`config.mk`:
```
export PLATFORM = sky130hd
export DESIGN_NAME = fp64_to_fp32_pipe
export DESIGN_NICKNAME = d
export VERILOG_FILES = /design/src/rtl/fp64_to_fp32_pipe.sv
export SDC_FILE = /design/constraint.sdc
export NUM_CORES = 1
export LEC_CHECK = 0
export BUFFER_PORTS_ARGS = -buffer_cell sky130_fd_sc_hd__clkbuf_2
export CORE_ASPECT_RATIO = 1.25
export CORE_MARGIN = 3
export CORE_UTILIZATION = 55
export CTS_CLUSTER_SIZE = 16
export DETAILED_ROUTE_END_ITERATION = 10
export PLACE_DENSITY = 0.76
export SLEW_MARGIN = 30
export SYNTH_ARGS = -nofsm -noshare
export SYNTH_HDL_FRONTEND = slang
export SYNTH_SLANG_ARGS = --single-unit
```
`constraint.sdc`:
```
create_clock -name clk -period 11.16 [get_ports clk]
set_input_delay 1.674 -clock clk [delete_from_list [all_inputs] [get_ports clk]]
set_output_delay 1.674 -clock clk [all_outputs]
set_load 0.01 [all_outputs]
```
`src/rtl/fp64_to_fp32_pipe.sv`:
```
// fp64_to_fp32_pipe: pipelined FP64 -> FP32 narrowing converter.
// Handshake: a stage moves only when adv = !out_valid | out_ready; in_ready = adv,
// a transfer happens on valid & ready, and bubbles travel as valid = 0.
// Stage 1 unpacks/classifies, stage 2 aligns/rounds, optional stage 3 retimes.
// Define FP64_TO_FP32_FTZ_EN to flush tiny results to signed zero.
module fp64_to_fp32_pipe #(
   parameter int PIPE_STAGES = 2,
   parameter int TAG_W       = 4
) (
   input  logic             clk,
   input  logic             rst_n,
   input  logic             in_valid,
   output logic             in_ready,
   input  logic [63:0]      in_data,
   input  logic [2:0]       in_rm,
   input  logic [TAG_W-1:0] in_tag,
   output logic             out_valid,
   input  logic             out_ready,
   output logic [31:0]      out_data,
   output logic [3:0]       out_flags,
   output logic [TAG_W-1:0] out_tag
);

   localparam int U_W = 72 + TAG_W;
   localparam int R_W = 36 + TAG_W;

   logic adv;
   assign adv      = !out_valid || out_ready;
   assign in_ready = adv;

   // ---------------- stage 1: unpack and classify ----------------
   logic [10:0]       u_exp;
   logic [51:0]       u_mant;
   logic              u_nan, u_inf, u_zero, u_hid;
   logic signed [11:0] u_e;
   logic [U_W-1:0]    u_bus;

   // Split the operand into fields and class bits; subnormals get e = -1022
   always_comb begin
      u_exp  = in_data[62:52];
      u_mant = in_data[51:0];
      u_hid  = |u_exp;
      u_nan  = (&u_exp) && (|u_mant);
      u_inf  = (&u_exp) && !(|u_mant);
      u_zero = !u_hid && !(|u_mant);
      u_e    = u_hid ? ($signed({1'b0, u_exp}) - 12'sd1023) : -12'sd1022;
      u_bus  = {in_data[63], u_nan, u_inf, u_zero, u_hid, u_e, u_mant, in_rm, in_tag};
   end

   logic           a_valid;
   logic [U_W-1:0] a_bus;

   generate
      if (PIPE_STAGES >= 2) begin : g_s1_reg
         // Stage-1 register holding the unpacked operand
         always_ff @(posedge clk or negedge rst_n) begin
            if (!rst_n) begin
               a_valid <= 1'b0;
               a_bus   <= '0;
            end else if (adv) begin
               a_valid <= in_valid;
               a_bus   <= u_bus;
            end
         end
      end else begin : g_s1_bypass
         assign a_valid = in_valid;
         assign a_bus   = u_bus;
      end
   endgenerate

   logic              a_sign, a_nan, a_inf, a_zero, a_hid;
   logic signed [11:0] a_e;
   logic [51:0]       a_mant;
   logic [2:0]        a_rm;
   logic [TAG_W-1:0]  a_tag;
   assign {a_sign, a_nan, a_inf, a_zero, a_hid, a_e, a_mant, a_rm, a_tag} = a_bus;

   // ---------------- stage 2: align and round ----------------
   logic [52:0] sig53;
   logic [11:0] shamt;
   logic [77:0] ext;
   logic        tiny, big, g, s, rnd, ovf_inf;
   logic [23:0] keep;
   logic [24:0] sum;
   logic [11:0] expb;
   logic [31:0] r_data;
   logic [3:0]  r_flags;

   // Pick the kept significand, guard and sticky, round, then format by class
   always_comb begin
      sig53  = {a_hid, a_mant};
      tiny   = a_e < -12'sd126;
      big    = a_e > 12'sd127;
      shamt  = $unsigned(-12'sd126 - a_e);
      ext    = {sig53, 25'd0} >> shamt;
      keep   = sig53[52:29];
      g      = sig53[28];
      s      = |sig53[27:0];
      if (tiny) begin
         if (shamt >= 12'd26) begin
            keep = 24'd0;
            g    = 1'b0;
            s    = 1'b1;
         end else begin
            keep = ext[77:54];
            g    = ext[53];
            s    = |ext[52:0];
         end
      end
      case (a_rm)
         3'd1:    rnd = 1'b0;
         3'd2:    rnd = a_sign && (g || s);
         3'd3:    rnd = !a_sign && (g || s);
         3'd4:    rnd = g;
         default: rnd = g && (s || keep[0]);
      endcase
      sum  = {1'b0, keep} + {24'd0, rnd};
      expb = $unsigned(a_e) + 12'd127 + {11'd0, sum[24]};
      case (a_rm)
         3'd1:    ovf_inf = 1'b0;
         3'd2:    ovf_inf = a_sign;
         3'd3:    ovf_inf = !a_sign;
         default: ovf_inf = 1'b1;
      endcase
      r_data  = 32'd0;
      r_flags = 4'd0;
      if (a_nan) begin
         r_data  = {a_sign, 8'hFF, 1'b1, a_mant[50:29]};
         r_flags = {!a_mant[51], 3'b000};
      end else if (a_inf) begin
         r_data  = {a_sign, 8'hFF, 23'd0};
      end else if (a_zero) begin
         r_data  = {a_sign, 31'd0};
      end else if (big || (!tiny && expb == 12'd255)) begin
         r_data  = ovf_inf ? {a_sign, 8'hFF, 23'd0} : {a_sign, 8'hFE, 23'h7FFFFF};
         r_flags = 4'b0101;
      end else if (tiny) begin
`ifdef FP64_TO_FP32_FTZ_EN
         r_data  = {a_sign, 31'd0};
         r_flags = 4'b0011;
`else
         r_data  = {a_sign, 7'd0, sum[23:0]};
         r_flags = {2'b00, g || s, g || s};
`endif
      end else begin
         r_data  = {a_sign, expb[7:0], sum[22:0]};
         r_flags = {3'b000, g || s};
      end
   end

   logic [R_W-1:0] r_bus;
   assign r_bus = {r_data, r_flags, a_tag};

   logic           b_valid;
   logic [R_W-1:0] b_bus;

   generate
      if (PIPE_STAGES >= 3) begin : g_s2_reg
         // Stage-2 register holding the rounded result ahead of retiming
         always_ff @(posedge clk or negedge rst_n) begin
            if (!rst_n) begin
               b_valid <= 1'b0;
               b_bus   <= '0;
            end else if (adv) begin
               b_valid <= a_valid;
               b_bus   <= r_bus;
            end
         end
      end else begin : g_s2_bypass
         assign b_valid = a_valid;
         assign b_bus   = r_bus;
      end
   endgenerate

   // Output register; holds its contents while the consumer stalls
   always_ff @(posedge clk or negedge rst_n) begin
      if (!rst_n) begin
         out_valid <= 1'b0;
         out_data  <= 32'd0;
         out_flags <= 4'd0;
         out_tag   <= '0;
      end else if (adv) begin
         out_valid                      <= b_valid;
         {out_data, out_flags, out_tag} <= b_bus;
      end
   end

endmodule

```
==> impl_metrics.csv <==
group,metric,value,unit
run_status,status,"finished, final reports clean",
routing,wl,36080,um
setup_path,end_kind,"register",
place,dpl.hpwl,25600,um
timing,slew_violations,0,
routing,drtPass1Iterations,8,
cts,cts_tree,"done",
logic_synthesis,synthDistinctLibCells,100,
setup_path,slowest_delay,740,ps
routing,final_antenna_net_count,0,
logic_synthesis,ys_ff_latch,118,
timing,period_minus_slack,9611,ps
cts,cts.reportedPaths.clkPinSlew,60,ps
layout,mostFrequentLayoutCells,"nand2_1 (306), dfrtp_1 (117), clkbuf_2 (115)",
routing,avgRoutedWirePerCell,22.51,um
floorplanning,die_area,21090,um^2
setup_path,r2r_setup_slack,1550,ps
global_route,grt_overflow,0,
floorplanning,io_pins,117,
layout,antennaDiodeCount,0,
global_route,grt_max_degree,94,
global_route,grt_pass1_vias,10215,
logic_synthesis,synth-edff-count,0,
setup_path,cp_max_fo,61,
setup_path,crit_required,11520,ps
logic_synthesis,synth_ff_type,"dfrtp_1",
cts,cts_hold_buffers,0,
setup_path,cp_top_family,"simple AND/OR/NAND/NOR gates",
power_and_ir_drop,power_density,197.0,nW/um^2
floorplanning,coreArea,18920,um^2
setup_path,cpMostUsedCell,"ha_1",
floorplanning,initial_core_util,56.34,%
layout,fin_nets,1442,
setup_path,cp.arrival,9970,ps
routing,viasPerCell,6.824,
timing,skew,12.12,ps
power_and_ir_drop,p_leak,5.140,nW
cts,htreeDepth,4,
setup_path,cp.buffers_inverters,3,
logic_synthesis,synth_cells,1315,
cts,cts_made_buffers,17,
global_route,antenna_found_initial,0,
power_and_ir_drop,ir_worst_vdd,122.9,uV
place,dp_slack,1778,ps
cts,cts_root_buf,"clkbuf_16",
logic_synthesis,postSynthAreaPerCell,8.105,um^2
timing,tns,0,ps
cts,clock-sinks,118,
setup_path,setup.worst_path.end,"out_data[14]",
worst_hold_path,min_path_type,"register to register",
logic_synthesis,synth_top_area_cell,"dfrtp_1",
timing,worst_slew_pin_slew,924.5,ps
routing,drtIter0Drc,1165,
global_route,grt_pass1_wl,55860,um
floorplanning,die_h,161.6,um
layout,area_delta_synth_final,10.94,%
place,gp_congestion,1.041,
logic_synthesis,synthTopCellsByArea,"dfrtp_1 (28%), nand2_1 (11%), mux2i_1 (6.9%), mux4_2 (4.9%), mux2_2 (4.2%)",
floorplanning,die_width,130.5,um
timing,worst_slack,1549,ps
timing,timing.fmax,0.1040,GHz
setup_path,rr_startpoint,"a_bus[59]",
setup_path,setup.worst_path.class,"register to register",
cts,postCtsSetupRepairBufs,0,
cts,cts.path.max_buffers,2,
routing,drc,0,
setup_path,reg2regPathDepth,31,
layout,final_common_cell,"nand2_1",
logic_synthesis,syn_nets,1399,
logic_synthesis,synth_async_sr_flop_share,100.0,%
logic_synthesis,ys_seq_area_share,27.71,%
cts,clkLatencyLatePin,420,ps
place,io_buffers,116,
setup_path,cp_slowest_cell,"xnor2_4",
timing,grt_setup_unrepaired,"no",
cts,cts_resized,0,
setup_path,start_kind,"register",
setup_path,timing.rr.end,"out_data[14]",
timing,hold_violations,0,
global_route,track_usage,33.79,%
routing,vias,10939,
power_and_ir_drop,p_total,0.002329,W
logic_synthesis,ys.warnings.count,0,
logic_synthesis,syn_area,10660,um^2
layout,drive_gt1_share,19.84,%
timing,setup_viol,0,
setup_path,path_depth,31,
timing,finalCritPeriodShare,86.12,%
logic_synthesis,synth_top_area_share,27.71,%
timing,slew_headroom,38.36,%
setup_path,startpoint,"a_bus[59]",
floorplanning,rows,56,
run,drv_cap,0,
power breakdown:
| part | total (W) | internal, W | switching [W] |
|---|---|---|---|
| logic | 0.00114 | 0.000447 | 0.000691 |
| clock network | 0.000569 | 0.000342 | 0.000228 |
| registers | 0.000621 | 0.000501 | 0.000121 |
| total | 0.00233 | 0.00129 | 0.00104 |
routing by layer:
layer | GRT usage [%] | vias to the layer above | part of all wire, %
li1 | - | 4934 | -
met1 | 42.52 | 5255 | 38
met2 | 54.34 | 606 | 48
met3 | 6.087 | 144 | 7.9
met4 | 18.66 | 0 | 6.3
met5 | 0 | - | 0
worst register-to-register path: cells and delay by family, from the launching register on:
| family | cells | cell delay, ps |
|---|---|---|
| mux | 2 | 460 |
| fa+ha+maj | 5 | 1470 |
| simple gates | 11 | 3410 |
| buf+inv | 3 | 1100 |
| flops | 1 | 400 |
| xor+xnor | 1 | 740 |
| compound gates | 9 | 1990 |
Yosys cell counts, types with 6 or more instances:
| master | n |
|---|---|
| a22oi_1 | 6 |
| a31oi_1 | 13 |
| nor3b_1 | 9 |
| a2111oi_0 | 7 |
| clkbuf_1 | 60 |
| o211ai_1 | 16 |
| ha_1 | 9 |
| and3_1 | 16 |
| buf_4 | 9 |
| nand3_1 | 37 |
| nand4_1 | 14 |
| o21ai_0 | 52 |
| buf_6 | 8 |
| buf_2 | 22 |
| nor2b_1 | 9 |
| or3_1 | 6 |
| nor2_1 | 81 |
| a22o_1 | 7 |
| a211oi_1 | 19 |
| mux2_2 | 40 |
| a21oi_1 | 62 |
| nand2b_1 | 7 |
| buf_1 | 9 |
| nor3_1 | 35 |
| mux2i_1 | 73 |
| xnor2_1 | 22 |
| a32oi_1 | 8 |
| nor4_1 | 31 |
| and2_1 | 13 |
| o31ai_1 | 6 |
| o22a_1 | 6 |
| mux4_2 | 23 |
| inv_1 | 11 |
| xor2_1 | 15 |
| dfrtp_1 | 118 |
| a311oi_1 | 6 |
| nand2_1 | 306 |
| o22ai_1 | 16 |
stage by stage:
step / hold slack [ps] / cells / area (um^2) / utilization (%)
after global placement: 442.2 / 1570 / 11170 / 59.02
after floorplan: 430.0 / 1315 / 10660 / -
after detailed placement: 448.9 / 1570 / 11180 / 59.08
after global routing: 481.3 / 1603 / 11820 / 62.50
final: 460.0 / 1603 / 11820 / 62.50
after CTS: 462.6 / 1602 / 11780 / 62.28
worst min path at each step:
stage | endpoint | slack [ps] | startpoint | cells past startpoint
after global placement | a_valid | 440 | a_valid | 2
after CTS | a_valid | 460 | a_valid | 2
final | a_valid | 460 | a_valid | 2
after detailed placement | a_valid | 450 | a_valid | 2
after global routing | out_valid | 480 | a_valid | 1
after floorplan | a_valid | 430 | a_valid | 2
layout make-up:
type / instances / area [um^2]
Multi-Input combinational cell: 1075 / 7187
Fill cell: 1686 / 7094
Clock buffer: 18 / 439.2
Inverter: 12 / 46.29
Tap cell: 232 / 290.3
Sequential cell: 118 / 2954
Clock inverter: 14 / 165.2
Timing Repair Buffer: 134 / 742.0
cell families after synthesis:
| logic type | Yosys count | synth area share (%) |
|---|---|---|
| AOI/OAI and AO/OA | 292 | 19.63 |
| xor gates and xnor gates | 39 | 3.452 |
| adders and majority gates | 9 | 1.057 |
| buffers and inverters | 122 | 5.694 |
| DFF | 118 | 27.71 |
| muxes | 137 | 16.05 |
| and+or+nand+nor | 598 | 26.41 |
registers in the layout, summed over array words and instances (netlist names):
| register | count |
|---|---|
| out_data | 32 |
| out_tag | 4 |
| out_flags | 4 |
| out_valid | 1 |
| a_bus | 76 |
| a_valid | 1 |
(Power assumes the default switching activity.)
